### src/rtl/encoder4to2_stream.sv
// Registered 4-to-2 encoder with a 2-entry valid/ready output buffer and a saturating count of non-one-hot words.
// Optional macro ROUND_ROBIN_EN: multi-hot words use a rotating priority pointer instead of highest-index priority.
module encoder4to2_stream #(
    parameter int unsigned CNT_W = 8
) (
    input  logic             clk,
    input  logic             rst,
    input  logic             in_valid,
    output logic             in_ready,
    input  logic [3:0]       i,
    output logic             out_valid,
    input  logic             out_ready,
    output logic [1:0]       y,
    output logic             out_err,
    output logic [CNT_W-1:0] err_cnt
);

    localparam int unsigned DEPTH_W = 2;

    typedef struct packed {
        logic [1:0] idx;
        logic       err;
    } entry_t;

    entry_t               head_q, head_d;
    entry_t               tail_q, tail_d;
    entry_t               enc_c;
    logic [DEPTH_W-1:0]   count_q, count_d;
    logic [CNT_W-1:0]     err_cnt_q, err_cnt_d;
    logic [2:0]           ones_c;
    logic                 push_c;
    logic                 pop_c;

    assign in_ready  = (count_q < DEPTH_W'(2));
    assign out_valid = (count_q != DEPTH_W'(0));
    assign push_c    = in_valid & in_ready;
    assign pop_c     = out_valid & out_ready;
    assign y         = head_q.idx;
    assign out_err   = head_q.err;
    assign err_cnt   = err_cnt_q;

    assign ones_c = 3'(i[0]) + 3'(i[1]) + 3'(i[2]) + 3'(i[3]);

`ifdef ROUND_ROBIN_EN
    logic [1:0] rr_q, rr_d;
    logic [1:0] rr_idx_c;
    logic       multi_hot_c;

    assign multi_hot_c = (ones_c > 3'd1);

    // Encoder: one-hot/zero words as fixed priority, multi-hot searched from rr_q upward.
    always_comb begin
        enc_c     = '0;
        rr_idx_c  = '0;
        enc_c.err = (ones_c != 3'd1);
        if (i[3])      enc_c.idx = 2'd3;
        else if (i[2]) enc_c.idx = 2'd2;
        else if (i[1]) enc_c.idx = 2'd1;
        else           enc_c.idx = 2'd0;
        if (multi_hot_c) begin
            // Descending scan so the closest set bit to rr_q is written last.
            for (int k = 3; k >= 0; k--) begin
                rr_idx_c = rr_q + 2'(k);
                if (i[rr_idx_c]) enc_c.idx = rr_idx_c;
            end
        end
    end

    always_comb begin
        rr_d = rr_q;
        if (push_c && multi_hot_c) rr_d = enc_c.idx + 2'd1;
    end

    always_ff @(posedge clk) begin
        if (rst) rr_q <= '0;
        else     rr_q <= rr_d;
    end
`else
    // Encoder: highest set bit wins; zero maps to index 0.
    always_comb begin
        enc_c     = '0;
        enc_c.err = (ones_c != 3'd1);
        if (i[3])      enc_c.idx = 2'd3;
        else if (i[2]) enc_c.idx = 2'd2;
        else if (i[1]) enc_c.idx = 2'd1;
        else           enc_c.idx = 2'd0;
    end
`endif

    // Buffer next state; head holds its value after the last pop.
    always_comb begin
        head_d    = head_q;
        tail_d    = tail_q;
        count_d   = count_q;
        err_cnt_d = err_cnt_q;
        case ({push_c, pop_c})
            2'b10: begin
                if (count_q == DEPTH_W'(0)) head_d = enc_c;
                else                        tail_d = enc_c;
                count_d = count_q + DEPTH_W'(1);
            end
            2'b01: begin
                if (count_q == DEPTH_W'(2)) head_d = tail_q;
                count_d = count_q - DEPTH_W'(1);
            end
            2'b11: head_d = enc_c;
            default: ;
        endcase
        if (push_c && enc_c.err && (err_cnt_q != {CNT_W{1'b1}}))
            err_cnt_d = err_cnt_q + CNT_W'(1);
    end

    always_ff @(posedge clk) begin
        if (rst) begin
            head_q    <= '0;
            tail_q    <= '0;
            count_q   <= '0;
            err_cnt_q <= '0;
        end else begin
            head_q    <= head_d;
            tail_q    <= tail_d;
            count_q   <= count_d;
            err_cnt_q <= err_cnt_d;
        end
    end

endmodule

### config.mk
export PLATFORM = sky130hd
export DESIGN_NAME = encoder4to2_stream
export DESIGN_NICKNAME = d
export VERILOG_FILES = /design/src/rtl/encoder4to2_stream.sv
export SDC_FILE = /design/constraint.sdc
export NUM_CORES = 1
export LEC_CHECK = 0
export CORE_UTILIZATION = 49
export CTS_CLUSTER_DIAMETER = 120
export DETAILED_ROUTE_END_ITERATION = 6
export PLACE_DENSITY = 0.82
export SETUP_SLACK_MARGIN = 0.3
export SLEW_MARGIN = 20
export SYNTH_ARGS = -nofsm -noshare
export SYNTH_HDL_FRONTEND = slang
export SYNTH_SLANG_ARGS = --single-unit
### constraint.sdc
create_clock -name clk -period 3.47 [get_ports clk]
set_clock_uncertainty 0.1 [all_clocks]
set_input_delay 0.694 -clock clk [delete_from_list [all_inputs] [get_ports clk]]
set_output_delay 0.694 -clock clk [all_outputs]
set_load 0.02 [all_outputs]
After elaboration in Yosys (flattened, before gate mapping):

Cells that the tools add are included.

* add/sub/neg operators: 6
* magnitude comparators: 1
* equality and inequality tests: 8
* mux-type cells: 7
* bitwise logic cells: 3
* reductions and logical operators: 8

Operators by type and width (number)
* 3-bit case mux with 3 select lines: 1
* 8-bit by 1-bit adder with 8-bit output (second input constant): 1
* 8-bit != test (second input constant): 1
* 2-bit == test (second input constant): 3
* 3-bit 2-to-1 mux: 2
* 2-bit 2-to-1 mux: 2
* 2-bit != test (second input constant): 2
* 2-bit case mux with 2 select lines: 1
* 2-bit nonzero test: 2
* 2-bit by 1-bit adder with 3-bit output: 1
* 3-bit by 1-bit adder with 3-bit output: 1
* 3-bit by 1-bit != test with 1-bit output (second input constant): 1
* 3-bit AND reduction: 1
* 3-bit nonzero test: 1
* 1-bit by 1-bit adder with 2-bit output: 1
* 2-bit by 1-bit adder with 2-bit output (second input constant): 1
* 1-bit AND: 2
* 2-bit by 1-bit == test with 1-bit output (second input constant): 1
* 1-bit logical AND: 2
* 2-bit logical NOT: 1
* 2-bit < comparator (second input constant): 1
* 2-bit AND reduction: 1
* 2-bit by 1-bit subtractor with 2-bit output (second input constant): 1
* 1-bit 2-to-1 mux: 1
* 1-bit NOT: 1

* flip-flop bits (word level): 16
* bits of input ports: 8
* output and inout port bits: 13
* logic and storage cells: 39

Logic depth before layout (Yosys ltp):

* depth in word-level cells: 6
* mapped depth: 9
* gate-level depth less buffers: 9

Least setup slack after synthesis:

OpenSTA, ideal clock, no wires.

* kind: in2reg
* start point: in i[0]
* end point: reg err_cnt_q[0] (netlist: err_cnt[0])
* library setup time: 0.121 ns
* arrival: 2.581 ns
* path slack: 0.669 ns
* cell stages on the path: 9
* cell sequence: inv_1 fa_1 inv_1 ha_1 ha_1 or3b_1 nand2_1 a21oi_2 mux2_2

* word-level cells in the longest chain between the ends: 6

RTL lines
* from (decl): RTL line 10 `input logic [3:0] i,`
* 1-bit by 1-bit adder with 2-bit output: RTL line 42 `assign ones_c = 3'(i[0]) + 3'(i[1]) + 3'(i[2]) + 3'(i[3]);`
* 2-bit by 1-bit adder with 3-bit output: RTL line 42
* 3-bit by 1-bit adder with 3-bit output: RTL line 42
* 3-bit by 1-bit != test with 1-bit output: RTL line 82 `enc_c.err = (ones_c != 3'd1);`
* 1-bit logical AND (2 in series): RTL line 109 `if (push_c && enc_c.err && (err_cnt_q != {CNT_W{1'b1}}))`
* to (signal assigned): RTL line 123 `err_cnt_q <= err_cnt_d;`
* to (decl): RTL line 29 `logic [CNT_W-1:0] err_cnt_q, err_cnt_d;`

Every way passes these cells.
A chain may end at the register's enable or synchronous reset.

Worst setup path in the final report:

* start point: in i[0]
* end point: reg err_cnt_q[2] (netlist: err_cnt[2])

The elaborated chain is that of the path after synthesis.

==> results_dict.tcl <==
set metrics [dict create \
    post-dp-hpwl_microns 1500 \
    drtAntennaViolNets 0 \
    grt_pass1_wl_microns 3110 \
    nFillCells 159 \
    synth-edff-count 0 \
    synth.cell_area_sq_um 962 \
    crit_fanout 4 \
    required_ns 3.56 \
    htreeDepth 1 \
    hold_path.class "register to register" \
    num_vias 852 \
    end_kind "register" \
    vias_per_cell 5.53 \
    drt_iter0_drc 19 \
    clk_latency_ns 0.30 \
    grt_max_degree 22 \
    wire_per_inst_microns 12.9 \
    grt_util_all_layers_pct 20.8 \
    p_per_area_nw_per_um2 613 \
    synthFlopType "dfxtp_1" \
    clkTransAtPathRegs_ns 0.09 \
    synth_nets 124 \
    ctsLongestPathBuffers 2 \
    n_antenna_cell 0 \
    clock_sinks 16 \
    status "complete, no violations" \
    die-area_sq_um 2140 \
    rows 15 \
    crit_type "input pin to register" \
    ys_warn_count 0 \
    io_pins 21 \
    period_share_pct 88.7 \
    cts_resized 0 \
    synth.distinct_cells 40 \
    port_buffers 20 \
    place_area_sq_um 1170 \
    fin_area_sq_um 1200 \
    p_leak_uw 0.000490 \
    initial_core_util_pct 54.0 \
    die_y_microns 46.3 \
    synth_cells 109 \
    start_kind "input pin" \
    tns_ns 0 \
    multi_input_area_sq_um 593 \
    first_pass_iters 4 \
    grt_overflow_total 0 \
    max_cap_violations 0 \
    nets 146 \
    cts_hold_buf 0 \
    numCtsBuffers 3 \
    routed_wl_microns 1980 \
    period_needed_ns 3.08 \
    post-cts-setup-buffers 0 \
    die_w_microns 46.3 \
    relSlewSlack_pct 52.8 \
    grt_pass1_vias 750 \
    cts_tree "built" \
    hold_violations 0 \
    fmaxAchievable_mhz 325 \
    seqCellArea_sq_um 320 \
    antenna_found_initial 0 \
    syn_to_final_growth_pct 24.7 \
    setup-violations-final 0 \
    cts_root_buffer "clkbuf_4" \
    maxSlewViolCount 0 \
    synth-seq-area-share_pct 33.3 \
    rsz0062_at_grt "no" \
    syn_area_per_cell_sq_um 8.83 \
    core_sq_um 1780 \
    tightest_slew_ns 0.705 \
    synth-seq-cells 16 \
    peakVddDrop_mv 0.447 \
    synthArstFlopShare_pct 0 \
    cp.arrival_ns 3.17 \
    drc_errors 0 \
    gp_congestion 0.832 \
    drive_above_1_share_pct 8.53 \
]
[cells by family after synthesis]
group,synth area share (%)
AO/OA/AOI/OAI,15.3
XOR/XNOR,2.73
multiplexers,5.46
buffers and inverters,5.07
flip-flops,33.3
adder cells (fa/ha/maj),9.88
AND/OR/NAND/NOR,28.2
[power by group]
group	internal (uW)	switching (uW)	leakage [uW]
clock network	40.5	59.7	0.0000138
logic	182	192	0.000346
registers	229	31.8	0.000131
total	451	284	0.000490
[flip-flops by register name, summed over array words and instances, names as in the netlist]
name     cells
count_q      2
err_cnt      8
out_err      1
tail_q       3
y            2
[synthesized netlist by cell type, drive strengths merged, types with 3 or more instances]
cell | count | area share [%]
a211oi | 4 | 3.1
a21oi | 5 | 3.0
dfxtp | 16 | 33
ha | 6 | 7.8
inv | 8 | 3.1
mux2i | 3 | 3.1
nand2 | 5 | 2.0
nand2b | 4 | 3.4
nand3 | 3 | 1.6
nor2 | 15 | 5.9
nor2b | 4 | 2.6
o21ai | 3 | 1.6
o41ai | 3 | 2.7
[worst paths after layout]
kind / from / endpoint / slack (ns) / cells after the start
worst min register to register: tail_q[1] / tail_q[1] / 0.40 / 2
worst min-delay path: tail_q[1] / tail_q[1] / 0.40 / 2
worst max-delay path: i[0] / err_cnt[2] / 0.39 / 10
worst max register to register: count_q[0] / y[0] / 1.23 / 7
[per-stage QoR]
| stage | worst slack [ns] | total power, uW | instances | hold WS, ns | util (%) |
|---|---|---|---|---|---|
| final | 0.393 | 735 | 154 | 0.401 | 67.3 |
| after global routing | 0.327 | 785 | 154 | 0.435 | 67.3 |
| after CTS | 0.345 | 740 | 154 | 0.403 | 67.2 |
| after detailed placement | 0.0370 | 641 | 151 | 0.390 | 65.9 |
| after global placement | 0.141 | 624 | 151 | 0.384 | 65.9 |
| after floorplan | 0.669 | 521 | 109 | 0.373 | - |
[layout by cell type (no fill, tap or decap), types with 2 or more instances in the layout]
cell             instances
clkdlybuf4s50_1         19
dfxtp_1                 16
nor2_1                  15
inv_1                    8
ha_1                     6
nand2_1                  5
a21oi_1                  4
a211oi_1                 4
nor2b_1                  4
nand2b_1                 3
mux2i_1                  3
nand3_1                  3
o21ai_0                  3
o41ai_1                  3
clkbuf_4                 3
xnor2_1                  2
nand4_1                  2
nor3_1                   2
mux2_2                   2
[worst max-delay path, cell delays in order]
cell,delay [ns]
clkdlybuf4s50_1,0.46
inv_1,0.05
fa_1,0.52
inv_1,0.04
ha_1,0.17
ha_1,0.30
or3b_1,0.44
nand2_1,0.13
a21oi_2,0.07
a311oi_1,0.28
[final cells by class]
| cell class | count | share of cell area, % |
|---|---|---|
| flip-flops and latches | 16 | 26.7 |
| multi-input cells | 82 | 49.4 |
| inverters | 8 | 2.50 |
| clock buffers | 3 | 1.88 |
| repair buffers | 20 | 16.9 |
| well taps | 25 | 2.61 |
[routing by layer]
metal / vias up / share of wire (%) / routed length (microns) / track usage [%]
li1: 424 / - / - / -
met1: 401 / 45 / 897 / 24.6
met2: 22 / 49 / 971 / 34.7
met3: 5 / 3.4 / 67 / 3.53
met4: 0 / 2.2 / 43 / 12.4
met5: - / 0 / 0 / 0
(Power assumes the default switching activity.)
